## src/rtl/user_io_pkg.sv

```systemverilog
// user_io_pkg: register map and counter sizing shared by the user-I/O PIO
package user_io_pkg;
  localparam logic [2:0] REG_DATA = 3'd0;
  localparam logic [2:0] REG_EDGE = 3'd1;
  localparam logic [2:0] REG_MASK = 3'd2;
  localparam logic [2:0] REG_LED  = 3'd3;
  localparam logic [2:0] REG_MODE = 3'd4;
  function automatic int dbc_width(input int cycles);
    return (cycles < 1) ? 1 : $clog2(cycles + 1);
  endfunction
endpackage

```

## src/rtl/user_io_debounce.sv

```systemverilog
// user_io_debounce: one input channel -- 2-flop synchroniser, stability counter, stable flop, change pulse
module user_io_debounce
  import user_io_pkg::*;
#(
  parameter int DEBOUNCE_CYCLES = 1000000
) (
  input  logic clk,
  input  logic rst,
  input  logic in_i,
  output logic stable_o,
  output logic chg_o
);
  localparam int CW = dbc_width(DEBOUNCE_CYCLES);
  localparam logic [CW-1:0] LIMIT = CW'(DEBOUNCE_CYCLES);
  logic sync1_q, sync2_q, stable_q;
  logic [CW-1:0] cnt_q, cnt_d;
  // Flip once the mismatch has already persisted LIMIT cycles; counter restarts on any match or flip
  always_comb begin
    chg_o = (sync2_q != stable_q) && (cnt_q == LIMIT);
    cnt_d = (sync2_q == stable_q || chg_o) ? '0 : cnt_q + CW'(1);
  end
  // Synchroniser, stable value and counter state
  always_ff @(posedge clk) begin
    if (rst) begin
      sync1_q  <= 1'b0;
      sync2_q  <= 1'b0;
      stable_q <= 1'b0;
      cnt_q    <= '0;
    end else begin
      sync1_q  <= in_i;
      sync2_q  <= sync1_q;
      stable_q <= stable_q ^ chg_o;
      cnt_q    <= cnt_d;
    end
  end
  assign stable_o = stable_q;
endmodule

```

## src/rtl/user_io_pio.sv

```systemverilog
// user_io_pio: debounced inputs with edge capture/irq, LEDs with optional blink (USER_IO_BLINK_EN), register slave
module user_io_pio
  import user_io_pkg::*;
#(
  parameter int NUM_IN          = 8,
  parameter int NUM_LED         = 4,
  parameter int DEBOUNCE_CYCLES = 1000000,
  parameter int BLINK_CYCLES    = 25000000
) (
  input  logic               system_clock,
  input  logic               system_reset,
  input  logic [NUM_IN-1:0]  pio_in,
  output logic [NUM_LED-1:0] led_out,
  input  logic [2:0]         address,
  input  logic               read,
  input  logic               write,
  input  logic [31:0]        writedata,
  output logic [31:0]        readdata,
  output logic               irq
);
  logic [NUM_IN-1:0]  stable, chg;
  logic [NUM_IN-1:0]  edge_q, edge_d, mask_q, mask_d;
  logic [NUM_LED-1:0] led_q, led_d, ledout_q, ledout_d, mode_rd;
  logic [31:0]        rdata_q, rdata_d;
  logic               irq_q;
  logic               unused_wd;
  for (genvar i = 0; i < NUM_IN; i++) begin : g_deb
    user_io_debounce #(.DEBOUNCE_CYCLES(DEBOUNCE_CYCLES)) u_deb (
      .clk      (system_clock),
      .rst      (system_reset),
      .in_i     (pio_in[i]),
      .stable_o (stable[i]),
      .chg_o    (chg[i])
    );
  end
`ifdef USER_IO_BLINK_EN
  localparam int PW = dbc_width(BLINK_CYCLES);
  localparam logic [PW-1:0] PMAX = PW'(BLINK_CYCLES - 1);
  logic [NUM_LED-1:0] mode_q, mode_d;
  logic [PW-1:0]      pre_q, pre_d;
  logic               phase_q, wrap;
  // Blink square wave: phase toggles each time the prescaler wraps
  always_comb begin
    wrap     = pre_q == PMAX;
    pre_d    = wrap ? '0 : pre_q + PW'(1);
    mode_d   = (write && address == REG_MODE) ? writedata[NUM_LED-1:0] : mode_q;
    ledout_d = led_q & (~mode_q | {NUM_LED{phase_q}});
  end
  // Blink mode register and prescaler state
  always_ff @(posedge system_clock) begin
    if (system_reset) begin
      mode_q  <= '0;
      pre_q   <= '0;
      phase_q <= 1'b0;
    end else begin
      mode_q  <= mode_d;
      pre_q   <= pre_d;
      phase_q <= phase_q ^ wrap;
    end
  end
  assign mode_rd = mode_q;
`else
  assign ledout_d = led_q;
  assign mode_rd  = '0;
`endif
  // Register writes, edge capture (a new flip beats a same-cycle clear) and read mux of pre-write values
  always_comb begin
    edge_d  = (edge_q & ~((write && address == REG_EDGE) ? writedata[NUM_IN-1:0] : '0)) | chg;
    mask_d  = (write && address == REG_MASK) ? writedata[NUM_IN-1:0] : mask_q;
    led_d   = (write && address == REG_LED) ? writedata[NUM_LED-1:0] : led_q;
    rdata_d = !read                ? rdata_q :
              address == REG_DATA ? 32'(stable) :
              address == REG_EDGE ? 32'(edge_q) :
              address == REG_MASK ? 32'(mask_q) :
              address == REG_LED  ? 32'(led_q) :
              address == REG_MODE ? 32'(mode_rd) : '0;
  end
  // Slave registers and registered outputs
  always_ff @(posedge system_clock) begin
    if (system_reset) begin
      edge_q   <= '0;
      mask_q   <= '0;
      led_q    <= '0;
      ledout_q <= '0;
      rdata_q  <= '0;
      irq_q    <= 1'b0;
    end else begin
      edge_q   <= edge_d;
      mask_q   <= mask_d;
      led_q    <= led_d;
      ledout_q <= ledout_d;
      rdata_q  <= rdata_d;
      irq_q    <= |(edge_q & mask_q);
    end
  end
  assign unused_wd = ^writedata;
  assign led_out   = ledout_q;
  assign readdata  = rdata_q;
  assign irq       = irq_q;
endmodule

```

## config.mk

```make
export PLATFORM = sky130hd
export DESIGN_NAME = user_io_pio
export DESIGN_NICKNAME = d
export VERILOG_FILES = /design/src/rtl/user_io_pkg.sv /design/src/rtl/user_io_debounce.sv /design/src/rtl/user_io_pio.sv
export SDC_FILE = /design/constraint.sdc
export NUM_CORES = 1
export LEC_CHECK = 0
export CORE_UTILIZATION = 55
export CTS_BUF_LIST = sky130_fd_sc_hd__clkbuf_8
export CTS_CLUSTER_DIAMETER = 120
export DETAILED_ROUTE_END_ITERATION = 12
export PLACE_DENSITY_LB_ADDON = 0.15
export SYNTH_ARGS = -nofsm -noshare
export SYNTH_HDL_FRONTEND = slang
export SYNTH_SLANG_ARGS = --single-unit
```

## constraint.sdc

```tcl
create_clock -name system_clock -period 2.2 [get_ports system_clock]
set_input_delay 0.66 -clock system_clock [delete_from_list [all_inputs] [get_ports system_clock]]
set_output_delay 0.66 -clock system_clock [all_outputs]
set_load 0.1 [all_outputs]
```

# Word-level counts from Yosys, hierarchy flattened
# Index checks and enable logic that the tools add are counted.
# totals
ff_bits,241
inputBits,47
wordCells,119
# op_classes
addsub,8
eq_ne,27
muxes,5
bitwise_logic,12
n_reduce_logical,29
# ops
cell,count
20-bit by 1-bit adder with 20-bit output (second input constant),8
20-bit == test (second input constant),8
8-bit two-way mux,4
8-bit bitwise AND,2
2-bit OR reduction,8
1-bit logical AND,11
1-bit == test,8
1-bit logical OR,8
1-bit != test,8
8-bit NOT,1
8-bit bitwise OR,1
8-bit OR reduction,1
1-bit bitwise XOR,8
3-bit by 2-bit == test with 1-bit output (second input constant),2
4-bit two-way mux,1
3-bit by 1-bit == test with 1-bit output (second input constant),1
3-bit logical NOT,1

# Depth between registers and ports, before layout
# depth
word_depth,6
mapped_depth,7
ltp_nobuf,6

# Hierarchy
# A second synthesis with hierarchy kept.
# unflattened
cells_unflattened,1122
hier_area_um2,10473.8
# by_module_without_submodules
mod,n_inst,cells_each,area_each_um2,seq_area_each_um2
user_io_debounce,8,118,1103.6,460.4
user_io_pio,1,178,1645.3,660.6

# Worst setup path after synthesis
# Ideal clock, no wire load.
# synth_path
path_type,input-to-reg
start,input port address[1]
end,"register rdata_q[0], in the netlist readdata[0]"
t_arrival_ps,1745
required_ps,2063
slack_ps,318
cell_stages,5
path_buffers,1
cell_sequence,clkbuf_1 -> mux2_2 -> a22oi_1 -> a2bb2oi_1 -> a211oi_1
# synth_between
elab_chain_len,5
elab_cells_between_ends,8
cone_classes,eq/ne (3); mux (4); reduce/logical (1)
# synth_rtl
element,line_no,rtl
from (decl),user_io_pio.sv:14,"input logic [2:0] address,"
3-bit by 2-bit == test with 1-bit output,user_io_pio.sv:75,address == REG_LED ? 32'(led_q) :
4-bit two-way mux,user_io_pio.sv:75,
8-bit two-way mux,user_io_pio.sv:74,address == REG_MASK ? 32'(mask_q) :
8-bit two-way mux,user_io_pio.sv:73,address == REG_EDGE ? 32'(edge_q) :
8-bit two-way mux *,user_io_pio.sv:72,address == REG_DATA ? 32'(stable) :
to (signal assigned),user_io_pio.sv:92,rdata_q <= rdata_d;
to (decl),user_io_pio.sv:24,"logic [31:0] rdata_q, rdata_d;"
# Mark *: on every way between the ends. The rest lies on a longest branch, timed or not.
# A chain may end at the register's enable or synchronous reset.

# Final worst setup path
# layout_path
start,register g_deb[1].u_deb.cnt_q[0]
end,register g_deb[1].u_deb.cnt_q[18]
# layout_between
elab_chain_len,4
elab_cells_between_ends,5
cone_classes,add/sub (1); eq/ne (1); reduce/logical (3)
# layout_rtl
element,line_no,rtl
from (decl),user_io_debounce.sv:16,"logic [CW-1:0] cnt_q, cnt_d;"
from (signal assigned),user_io_debounce.sv:33,cnt_q <= cnt_d;
branches (longest 4 deep; another with 20-bit by 1-bit adder with 20-bit output),-,
# Parallel ways; which one is timed is not known.

==> impl_metrics.ini <==
[outcome]
outcome = completed

[floorplanning]
num_io_pins = 84
fp-row-count = 48
die_width_um = 136
fp.dieArea_um2 = 18400
design.core.area_um2 = 17400
floorplan.initialDensity_pct = 56.6
dieHeight_um = 136

[sta]
max_slew_violation_total_from_the_final_report = 0
timing_worst_slew_pin_value_ns = 0.635
timing.final.crit_share_pct = 91.9
unrepaired_setup_endpoints_after_global_routing = false
final.min_clock_period_ns = 2.02
achievable_clock_frequency_ghz = 0.495
report.final.hold_viol_count = 0
finClkSkew_ns = 0.0264
setup_viol = 0
max_slew_margin_pct = 57.3

[power]
p_leak_nw = 3.53
irDropWorstVdd_mv = 0.630
power_density_nw_per_um2 = 710

[finish]
regArea_um2 = 4340
fillerInstances = 1525
layout_common_cells = sky130_fd_sc_hd__dfxtp_1, sky130_fd_sc_hd__nor2_1, sky130_fd_sc_hd__nand2_1
layout.nets = 1269
post-route-util_pct = 64.3
layout.cells.most_common = sky130_fd_sc_hd__dfxtp_1
finish.cell_count_without_fillers = 1455
multi_input_area_um2 = 5040
drive_above_1_share_pct = 9.27
areaGrowthSynthToFinish_pct = 13.7
count_of_antenna_diodes_in_the_layout = 0
finalInstanceArea_um2 = 11200

[clock_network]
cts_setup_buffers = 0
clockBufferDepth = 3
clock_edge_transition_at_the_registers_on_the_reported_setup_and_hold_paths_ns = 0.06
cts_tree = yes
cts_sinks = 217
post_cts.resized_instances = 0
clock_tree_root_driver_cell = sky130_fd_sc_hd__clkbuf_8
holdBufCountCts = 0
cts-htree-levels = 2
clkLatencyLatePin_ns = 0.52
cts_buffers = 37

[logic_synthesis]
synth_top_flop_cell = sky130_fd_sc_hd__dfxtp_1
synth.area.top_cells = sky130_fd_sc_hd__dfxtp_1, sky130_fd_sc_hd__nor2_1, sky130_fd_sc_hd__xnor2_1
synth_cell_type_count = 57
synthesis.area_per_instance_um2 = 8.62
synthCells = 1140
syn-cell-area_um2 = 9820
synth_top_cell_by_area = sky130_fd_sc_hd__dfxtp_1
seq_area_frac_synth_pct = 44.2
postSynthRegisterBits = 217
number_of_enable_type_register_cells_in_the_synthesized_netlist = 0
synth_top_area_share_pct = 44.2
synth-warning-count = 0
postSynth.asyncResetShare_pct = 0

[grt]
grtUsageTotal_pct = 21.5
largest_net_degree_at_the_start_of_global_routing = 21
first_global_vias = 7179
grt_overflow_total = 0
grt_antenna_before_repair = 2
grt_pass1_wl_mm = 32.7

[worst_setup_path]
crit_path_max_incr_delay_ns = 0.49
crit_type = reg -> reg
reg2reg_depth = 5
crit_required_ns = 2.65
critical_path.cell_chain = ha_1, nand4_1, nor4_1, or3b_2, a21oi_1
timing.critical_path.slowest_stage_cell = sky130_fd_sc_hd__nor4_1
worst_setup_path_start_kind = flop
arrival_ns = 2.47
crit_path_end_kind = flop
critical_path_peak_fanout = 5

[drt]
totalWireLength_mm = 19.4
via_per_inst = 5.43
drt_drc_violations_left = 0
detailed_route_iter0_violations = 417
drt-wirelength-per-cell_um = 13.3
drtPass1Iterations = 6
routed-via-count = 7898
antenna_left = 0

[placement]
detailedPlacementHpwl_mm = 13.5
cell_count_after_placement = 1392
gp_routability_congestion = 0.844
placed_area_um2 = 10400
port_buffer_cells = 35

[hold_path]
hold_path_stages = 1
min_path_type = reg -> reg

[run]
drv.max_cap_violation_count = 0
[layer usage]
metal | vias up | share of wire [%] | GRT usage [%] | wire [um]
li1 | 4087 | - | - | -
met1 | 3652 | 48 | 28.2 | 9310
met2 | 126 | 46 | 35.1 | 8860
met3 | 31 | 4.5 | 4.56 | 880
met4 | 2 | 1.8 | 6.68 | 344
met5 | - | 0.057 | 0 | 11
[worst max-delay path: cells and delay by family (launching register included)]
family | cells | cell delay, ns
simple gates | 3 | 1.15
flops | 1 | 0.40
fa+ha+maj | 1 | 0.26
compound gates | 1 | 0.14
[report_power, final]
part	leakage [nW]	total [mW]	switching (mW)	internal (mW)
registers	1.75	3.98	0.0184	3.96
clock network	0.423	3.53	1.55	1.98
logic	1.35	0.418	0.317	0.101
[flip-flops by register name (all words and copies together), names as in the netlist, named ones only]
name / cells
irq: 1
g_deb.u_deb.sync1_q: 8
g_deb.u_deb.sync2_q: 8
mask_q: 8
led_out: 4
readdata: 8
led_q: 4
edge_q: 8
g_deb.u_deb.cnt_q: 160
[cell families after synthesis]
kind of cell	Yosys count	synth area share, %
buffers and inverters	113	5.36
xor gates and xnor gates	109	9.72
and+or+nand+nor	523	28.1
DFF	217	44.2
adders and majority gates	16	2.04
other	1	0.0382
muxes	12	1.27
AOI/OAI and AO/OA	149	9.26
[through the flow]
| step | worst slack, ns | hold slack [ns] | power [mW] | setup TNS (ns) |
|---|---|---|---|---|
| floorplan | 0.318 | 0.414 | 4.40 | 0 |
| global placement | -0.00618 | 0.416 | 4.48 | -0.00618 |
| detailed placement | -0.0115 | 0.423 | 4.48 | -0.0146 |
| CTS | 0.191 | 0.433 | 8.03 | 0 |
| global route | 0.0587 | 0.459 | 8.22 | 0 |
| finish | 0.179 | 0.433 | 7.92 | 0 |
[final cells by class]
cell class                      count  share of cell area (%)
Sequential cell                   217                    38.9
Tap cell                          225                    2.52
Clock buffer                       49                    6.04
Multi-Input combinational cell    833                    45.1
Clock inverter                     14                   0.538
Inverter                           49                    1.65
Timing Repair Buffer               68                    5.24
[cell usage after synthesis, types with 5 or more instances]
master                       n
sky130_fd_sc_hd__and2_1      6
sky130_fd_sc_hd__nand3_1    57
sky130_fd_sc_hd__nor4b_1    13
sky130_fd_sc_hd__xnor2_1    66
sky130_fd_sc_hd__nor4_1     26
sky130_fd_sc_hd__buf_2       6
sky130_fd_sc_hd__xor2_1     43
sky130_fd_sc_hd__dfxtp_1   217
sky130_fd_sc_hd__or4_1      21
sky130_fd_sc_hd__o31ai_1    12
sky130_fd_sc_hd__o21ai_0    36
sky130_fd_sc_hd__or3_1      34
sky130_fd_sc_hd__mux2i_1     8
sky130_fd_sc_hd__inv_1      49
sky130_fd_sc_hd__nor3_1     20
sky130_fd_sc_hd__nor4bb_1    5
sky130_fd_sc_hd__and4_1     14
sky130_fd_sc_hd__nand2_1    77
sky130_fd_sc_hd__nor2b_1    28
sky130_fd_sc_hd__clkbuf_1   30
sky130_fd_sc_hd__a32o_1      8
sky130_fd_sc_hd__nand4_1    40
sky130_fd_sc_hd__a22oi_1     8
sky130_fd_sc_hd__nor2_1    156
sky130_fd_sc_hd__buf_4      25
sky130_fd_sc_hd__a21oi_1    62
sky130_fd_sc_hd__ha_1       16
[path summary, 6_finish.rpt]
kind	from	endpoint	slack, ns
setup / recovery	g_deb[1].u_deb.cnt_q[0]$_SDFF_PP0_	g_deb[1].u_deb.cnt_q[18]$_SDFF_PP0_	0.18
hold / removal	g_deb[6].u_deb.sync1_q$_SDFF_PP0_	g_deb[6].u_deb.sync2_q$_SDFF_PP0_	0.43
setup reg to reg	g_deb[1].u_deb.cnt_q[0]$_SDFF_PP0_	g_deb[1].u_deb.cnt_q[18]$_SDFF_PP0_	0.18
hold reg to reg	g_deb[6].u_deb.sync1_q$_SDFF_PP0_	g_deb[6].u_deb.sync2_q$_SDFF_PP0_	0.43
Power figures use the tool's default switching activity.
